### src/rtl/ifetcher.sv
// Instruction fetch stage: PC, direct-mapped icache with memory-controller refill,
// 2-bit BHT branch prediction, one registered instruction per cycle to issue.
module ifetcher #(
  parameter int unsigned ICACHE_LINES = 16,
  parameter int unsigned BHT_SIZE     = 64,
  parameter logic [31:0] RESET_PC     = 32'h0
) (
  input  logic        clk,
  input  logic        rst,
  input  logic        rdy,
  input  logic        ROB_full,
  input  logic        RS_full,
  input  logic        LSB_full,
  input  logic        ROB_clear,
  input  logic [31:0] ROB_newpc,
  input  logic        ROB_br_sgn,
  input  logic [31:0] ROB_br_pc,
  input  logic        ROB_br_taken,
  output logic        MC_sgn,
  output logic [31:0] MC_addr,
  input  logic        MC_done,
  input  logic [31:0] MC_ins,
  output logic        IF_ins_sgn,
  output logic [31:0] IF_ins,
  output logic        IF_jump_flag,
  output logic [31:0] IF_jump_pc
);

  localparam int unsigned IdxW = $clog2(ICACHE_LINES);
  localparam int unsigned TagW = 32 - IdxW - 2;
  localparam int unsigned BhtW = $clog2(BHT_SIZE);

  localparam logic [6:0] OpJal    = 7'b1101111;
  localparam logic [6:0] OpJalr   = 7'b1100111;
  localparam logic [6:0] OpBranch = 7'b1100011;

  typedef enum logic [1:0] {StFetch, StMiss, StJwait} state_e;

  state_e state_q, state_d;
  logic [31:0] pc_q, pc_d;

  logic [ICACHE_LINES-1:0] valid_q;
  logic [TagW-1:0]         tag_q  [ICACHE_LINES];
  logic [31:0]             data_q [ICACHE_LINES];
  logic [1:0]              bht_q  [BHT_SIZE];

  logic [IdxW-1:0] line_idx;
  logic [TagW-1:0] line_tag;
  logic            hit, stall, fill;
  logic [31:0]     cur_ins, imm_j, imm_b, pc_plus4;
  logic [31:0]     dec_next_pc, dec_jump_pc;
  logic            dec_flag, dec_jalr;
  logic [BhtW-1:0] bht_rd_idx, bht_wr_idx;
  logic            predict_taken;
  logic [1:0]      bht_ctr, bht_upd;

  logic        ins_sgn_d, jump_flag_d, mc_sgn_d;
  logic [31:0] ins_d, jump_pc_d, mc_addr_d;

  logic unused_br_pc;
  assign unused_br_pc = ^{ROB_br_pc[31:BhtW+2], ROB_br_pc[1:0]};

  assign line_idx      = pc_q[IdxW+1:2];
  assign line_tag      = pc_q[31:IdxW+2];
  assign hit           = valid_q[line_idx] && (tag_q[line_idx] == line_tag);
  assign cur_ins       = data_q[line_idx];
  assign stall         = ROB_full | RS_full | LSB_full;
  assign pc_plus4      = pc_q + 32'd4;
  assign imm_j         = {{12{cur_ins[31]}}, cur_ins[19:12], cur_ins[20], cur_ins[30:21], 1'b0};
  assign imm_b         = {{20{cur_ins[31]}}, cur_ins[7], cur_ins[30:25], cur_ins[11:8], 1'b0};
  assign bht_rd_idx    = pc_q[BhtW+1:2];
  assign bht_wr_idx    = ROB_br_pc[BhtW+1:2];
  assign predict_taken = bht_q[bht_rd_idx][1];

  // Next PC and the auxiliary PC handed to issue; AUIPC and plain ops share the default.
  always_comb begin
    dec_next_pc = pc_plus4;
    dec_jump_pc = pc_q;
    dec_flag    = 1'b0;
    dec_jalr    = 1'b0;
    case (cur_ins[6:0])
      OpJal: begin
        dec_next_pc = pc_q + imm_j;
        dec_jump_pc = pc_plus4;
      end
      OpBranch: begin
        if (predict_taken) begin
          dec_next_pc = pc_q + imm_b;
          dec_jump_pc = pc_plus4;
          dec_flag    = 1'b1;
        end else begin
          dec_jump_pc = pc_q + imm_b;
        end
      end
      OpJalr: begin
        dec_next_pc = pc_q;
        dec_jump_pc = pc_plus4;
        dec_jalr    = 1'b1;
      end
      default: ;
    endcase
  end

  always_comb begin
    bht_ctr = bht_q[bht_wr_idx];
    bht_upd = bht_ctr;
    if (ROB_br_taken && (bht_ctr != 2'b11)) begin
      bht_upd = bht_ctr + 2'b01;
    end else if (!ROB_br_taken && (bht_ctr != 2'b00)) begin
      bht_upd = bht_ctr - 2'b01;
    end
  end

  always_comb begin
    state_d     = state_q;
    pc_d        = pc_q;
    ins_sgn_d   = 1'b0;
    ins_d       = IF_ins;
    jump_flag_d = IF_jump_flag;
    jump_pc_d   = IF_jump_pc;
    mc_sgn_d    = MC_sgn;
    mc_addr_d   = MC_addr;
    fill        = 1'b0;
    if (ROB_clear) begin
      // Dropping the request aborts any in-flight refill; a same-cycle MC_done is discarded.
      pc_d     = ROB_newpc;
      state_d  = StFetch;
      mc_sgn_d = 1'b0;
    end else begin
      case (state_q)
        StFetch: begin
          if (hit) begin
            if (!stall) begin
              ins_sgn_d   = 1'b1;
              ins_d       = cur_ins;
              jump_flag_d = dec_flag;
              jump_pc_d   = dec_jump_pc;
              pc_d        = dec_next_pc;
              if (dec_jalr) state_d = StJwait;
            end
          end else begin
            mc_sgn_d  = 1'b1;
            mc_addr_d = {pc_q[31:2], 2'b00};
            state_d   = StMiss;
          end
        end
        StMiss: begin
          if (MC_done) begin
            fill     = 1'b1;
            mc_sgn_d = 1'b0;
            state_d  = StFetch;
          end
        end
        StJwait: ;
        default: state_d = StFetch;
      endcase
    end
  end

  always_ff @(posedge clk) begin
    if (!rst) begin
      state_q      <= StFetch;
      pc_q         <= RESET_PC;
      IF_ins_sgn   <= 1'b0;
      IF_ins       <= 32'h0;
      IF_jump_flag <= 1'b0;
      IF_jump_pc   <= 32'h0;
      MC_sgn       <= 1'b0;
      MC_addr      <= 32'h0;
      valid_q      <= '0;
      bht_q        <= '{default: 2'b01};
    end else if (rdy) begin
      state_q      <= state_d;
      pc_q         <= pc_d;
      IF_ins_sgn   <= ins_sgn_d;
      IF_ins       <= ins_d;
      IF_jump_flag <= jump_flag_d;
      IF_jump_pc   <= jump_pc_d;
      MC_sgn       <= mc_sgn_d;
      MC_addr      <= mc_addr_d;
      if (fill) begin
        valid_q[line_idx] <= 1'b1;
        tag_q[line_idx]   <= line_tag;
        data_q[line_idx]  <= MC_ins;
      end
      if (ROB_br_sgn) bht_q[bht_wr_idx] <= bht_upd;
    end
  end

endmodule

### config.mk
export PLATFORM = sky130hd
export DESIGN_NAME = ifetcher
export DESIGN_NICKNAME = d
export VERILOG_FILES = /design/src/rtl/ifetcher.sv
export SDC_FILE = /design/constraint.sdc
export NUM_CORES = 2
export LEC_CHECK = 0
export ABC_AREA = 1
export BUFFER_PORTS_ARGS = -buffer_cell sky130_fd_sc_hd__buf_2
export CAP_MARGIN = 30
export CORE_ASPECT_RATIO = 0.9
export CORE_UTILIZATION = 45
export DETAILED_ROUTE_END_ITERATION = 10
export PLACE_DENSITY = 0.65
export SYNTH_ARGS = -nofsm -noshare
export SYNTH_HDL_FRONTEND = slang
export SYNTH_SLANG_ARGS = --single-unit
export TNS_END_PERCENT = 50
### constraint.sdc
create_clock -name clk -period 4.6 [get_ports clk]
set_input_delay 0.46 -clock clk [delete_from_list [all_inputs] [get_ports clk]]
set_output_delay 0.46 -clock clk [all_outputs]
set_load 0.01 [all_outputs]
==> qor.yml <==
synth-compound-area-share_pct: 10.6
final_area_sq_um: 63700
clock-sinks: 1207
async_flop_share_pct: 0
coreArea_sq_um: 123000
p_per_area_nw_per_um2: 382
final_layout_size_suffix_gt1_share_pct: 9.50
cts_tree: "built"
area_growth_pct: 13.6
worst_setup_path_end_kind: "flip-flop"
drt-total-wl_mm: 188
clock_skew_ps: 65.3
fin_crit_sh_pct: 96.4
postRouteAntennaNets: 0
peakVddDrop_uv: 379
rows: 122
dr.first_iter.drc_count: 6003
setup_tns_ps: 0
hpwl_mm: 118
setup_violations: 0
synth-seq-cells: 1207
crit_fanout: 61
cts_buffers: 121
nNetsFinal: 6451
synthAdderAreaFrac_pct: 1.16
fmax_mhz: 225
avgSynthCellArea_sq_um: 9.11
place_area_sq_um: 59600
grt_pass1_vias: 42793
p_leak_uw: 0.0244
grt_pass1_wl_mm: 275
initial_core_util_pct: 45.5
max_slew_margin_pct: 28.2
drcViolationCount: 0
wl_per_cell_um: 23.4
postCtsSetupBuffers: 0
rsz0062_at_grt: "false"
syn-cell-area_sq_um: 56100
ctsRootBufferMaster: "clkbuf_16"
hold_violations: 0
first_pass_iters: 6
tightest_slew_ps: 1080
portBuffers: 176
grt_usage_pct: 29.2
dp_cells: 7781
final_cells: 8021
synth-simple-area-share_pct: 21.7
required_ps: 5220
maxCapViolCount: 0
cts_hold_buf: 0
synth_ff_type: "edfxtp_1"
synth_xor_area_share_pct: 0.625
arrival_ps: 5060
clk_latency_ps: 770
grt_max_degree: 199
fill_cells: 11158
period_minus_slack_ps: 4440
worstHoldPathType: "in -> reg"
synthCells: 6155
io_pins: 205
ctsHtreeMaxLevel: 3
routed-via-count: 46510
crit_type: "reg -> reg"
grt_remaining_overflow: 0
synth_cell_types: 49
path_clk_slew_ps: 70
crit_path_start_kind: "flip-flop"
status: "completed"
dieHeight_um: 337
synth_top_family_by_area: "simple AND/OR/NAND/NOR gates"
p_total_uw: 24300
viasPerCell: 5.80
yosys_warnings: 0
drv_slew: 0
routabilityCongestion: 1.02
synth.area.mux_share_pct: 0.0178
synth-edff-count: 928
clockBufferDepth: 3
die_w_um: 374
grt_antenna_before_repair: 11
die_area_sq_um: 126000
ff_latch_area_sq_um: 33500
multi_input_area_sq_um: 19300
seq_area_frac_synth_pct: 59.6
==> cells in the final DEF (no fill, tap or decap), types with 5 or more instances in the layout <==
master         n
inv_1        511
nand3b_1      21
ha_1          49
clkinv_1      32
inv_6          6
o22ai_1       44
nand3_1      657
buf_4        152
nand2_1     1403
o21ai_1       24
clkbuf_1      21
nor2_4        17
a21oi_1      291
o21ai_0      504
edfxtp_1     928
nor3_1        38
or2_2          9
nand4_1       67
clkbuf_8      14
o21bai_1       6
diode_2        6
a221oi_1      12
nor4_1         7
clkinv_2      21
buf_2        175
clkbuf_16    121
xnor2_1       16
nor2_1       680
bufinv_16     13
inv_2          5
a22oi_1        9
buf_12        37
or2_1          5
dfxtp_1      274
clkinvlp_4     5
o211ai_1      66
xor2_1        24
o221ai_1      72
==> area by class of cell <==
type,instances,area share [%]
flip-flops and latches,1207,52.5
multi-input cells,4066,30.2
clock buffers,158,5.19
repair buffers,369,4.47
well taps,1612,3.16
inverters,529,3.15
clock inverters,74,1.27
diodes,6,0.0236
==> synth_stat cells (3+ instances only) <==
library cell / instances / area share (%)
nand3_1: 657 / 5.9
clkinv_1: 8 / 0.054
o221ai_1: 72 / 1.1
o21a_1: 4 / 0.054
a21o_1: 3 / 0.040
inv_2: 7 / 0.047
a31oi_1: 3 / 0.033
a21oi_1: 291 / 2.6
buf_2: 117 / 1.0
dfxtp_1: 279 / 10
o22ai_1: 44 / 0.49
o2111ai_1: 4 / 0.062
nand3b_1: 21 / 0.28
a221oi_1: 12 / 0.19
or2_2: 9 / 0.10
a22oi_1: 9 / 0.12
edfxtp_1: 928 / 50
buf_1: 23 / 0.15
o21ai_1: 24 / 0.21
clkbuf_1: 192 / 1.3
a211oi_1: 3 / 0.040
xnor2_1: 16 / 0.25
nor3_1: 39 / 0.35
nor2_1: 697 / 4.7
o211ai_1: 66 / 0.88
xor2_1: 24 / 0.37
buf_4: 20 / 0.27
nand4_1: 67 / 0.75
a21boi_0: 4 / 0.054
nor4_1: 8 / 0.089
o21bai_1: 7 / 0.094
inv_1: 514 / 3.4
or2_1: 5 / 0.056
ha_1: 49 / 1.1
o21ai_0: 504 / 4.5
nand2_1: 1405 / 9.4
==> state kept, by name, summed over array words and instances (netlist names), named ones only <==
register,flops
IF_ins_sgn,1
MC_addr,30
MC_sgn,1
IF_jump_flag,1
tag_q,416
data_q,512
IF_ins,32
state_q,2
bht_q,128
valid_q,16
IF_jump_pc,32
pc_q,32
==> power breakdown <==
| group | switching, uW | internal (uW) |
|---|---|---|
| logic | 1730 | 632 |
| clock network | 4370 | 5830 |
| registers | 51.9 | 11700 |
| total | 6150 | 18200 |
==> critical path: stages (launching register included) <==
cell     delay [ps]
dfxtp_4         440
inv_4           250
buf_12          260
buf_4           680
nand3_1         230
nand3_1         240
nand2_1          90
nand2_1         110
nand2_1          80
nor2_1          120
nand2_1          70
nor2_1           90
nand2_1          80
nor2_2          320
nand3_4         150
buf_4           390
o21ai_0         480
a21oi_1          80
==> per-layer routing <==
layer,part of all wire [%],global-route usage [%],vias to the layer above
met1,41,41.0,22283
met5,0.033,0,-
met3,11,5.79,420
met2,44,44.0,2462
li1,-,-,21339
met4,4.2,12.3,6
==> worst paths after layout <==
path | cells past startpoint | endpoint | start | slack [ps]
max reg2reg | 17 | IF_ins[29] | flip-flop | 160
min reg2reg | 2 | IF_ins[10] | IF_ins[10] | 440
max | 17 | IF_ins[29] | flip-flop | 160
min | 1 | data_q[0][21] | MC_ins[21] | 60
==> kinds of logic (layout without fill, tap and decap cells) <==
family | count (synthesis) | count (layout)
AOI/OAI and AO/OA | 1055 | 1055
xor gates and xnor gates | 40 | 40
adders and majority gates | 51 | 51
buffers and inverters | 883 | 1130
DFF | 1207 | 1207
muxes | 1 | 1
other | 1 | 8
and+or+nand+nor | 2917 | 2917
==> stage by stage <==
step | utilization, % | setup slack, ps | hold slack (ps)
3_5_place_dp | 48.3 | 92.8 | 433
5_1_grt | 51.7 | 30.2 | 44.1
2_1_floorplan | - | 357 | 425
4_1_cts | 51.6 | 55.3 | 10.8
3_3_place_gp | 48.3 | 111 | 431
6_report | 51.7 | 164 | 64.4
==> timing repair <==
item | in CTS | in global routing
endpoints found under the hold margin | 0 | 0
endpoints found under the setup margin | 0 | 5
resized for setup | 0 | 3
Power figures use the tool's default switching activity.
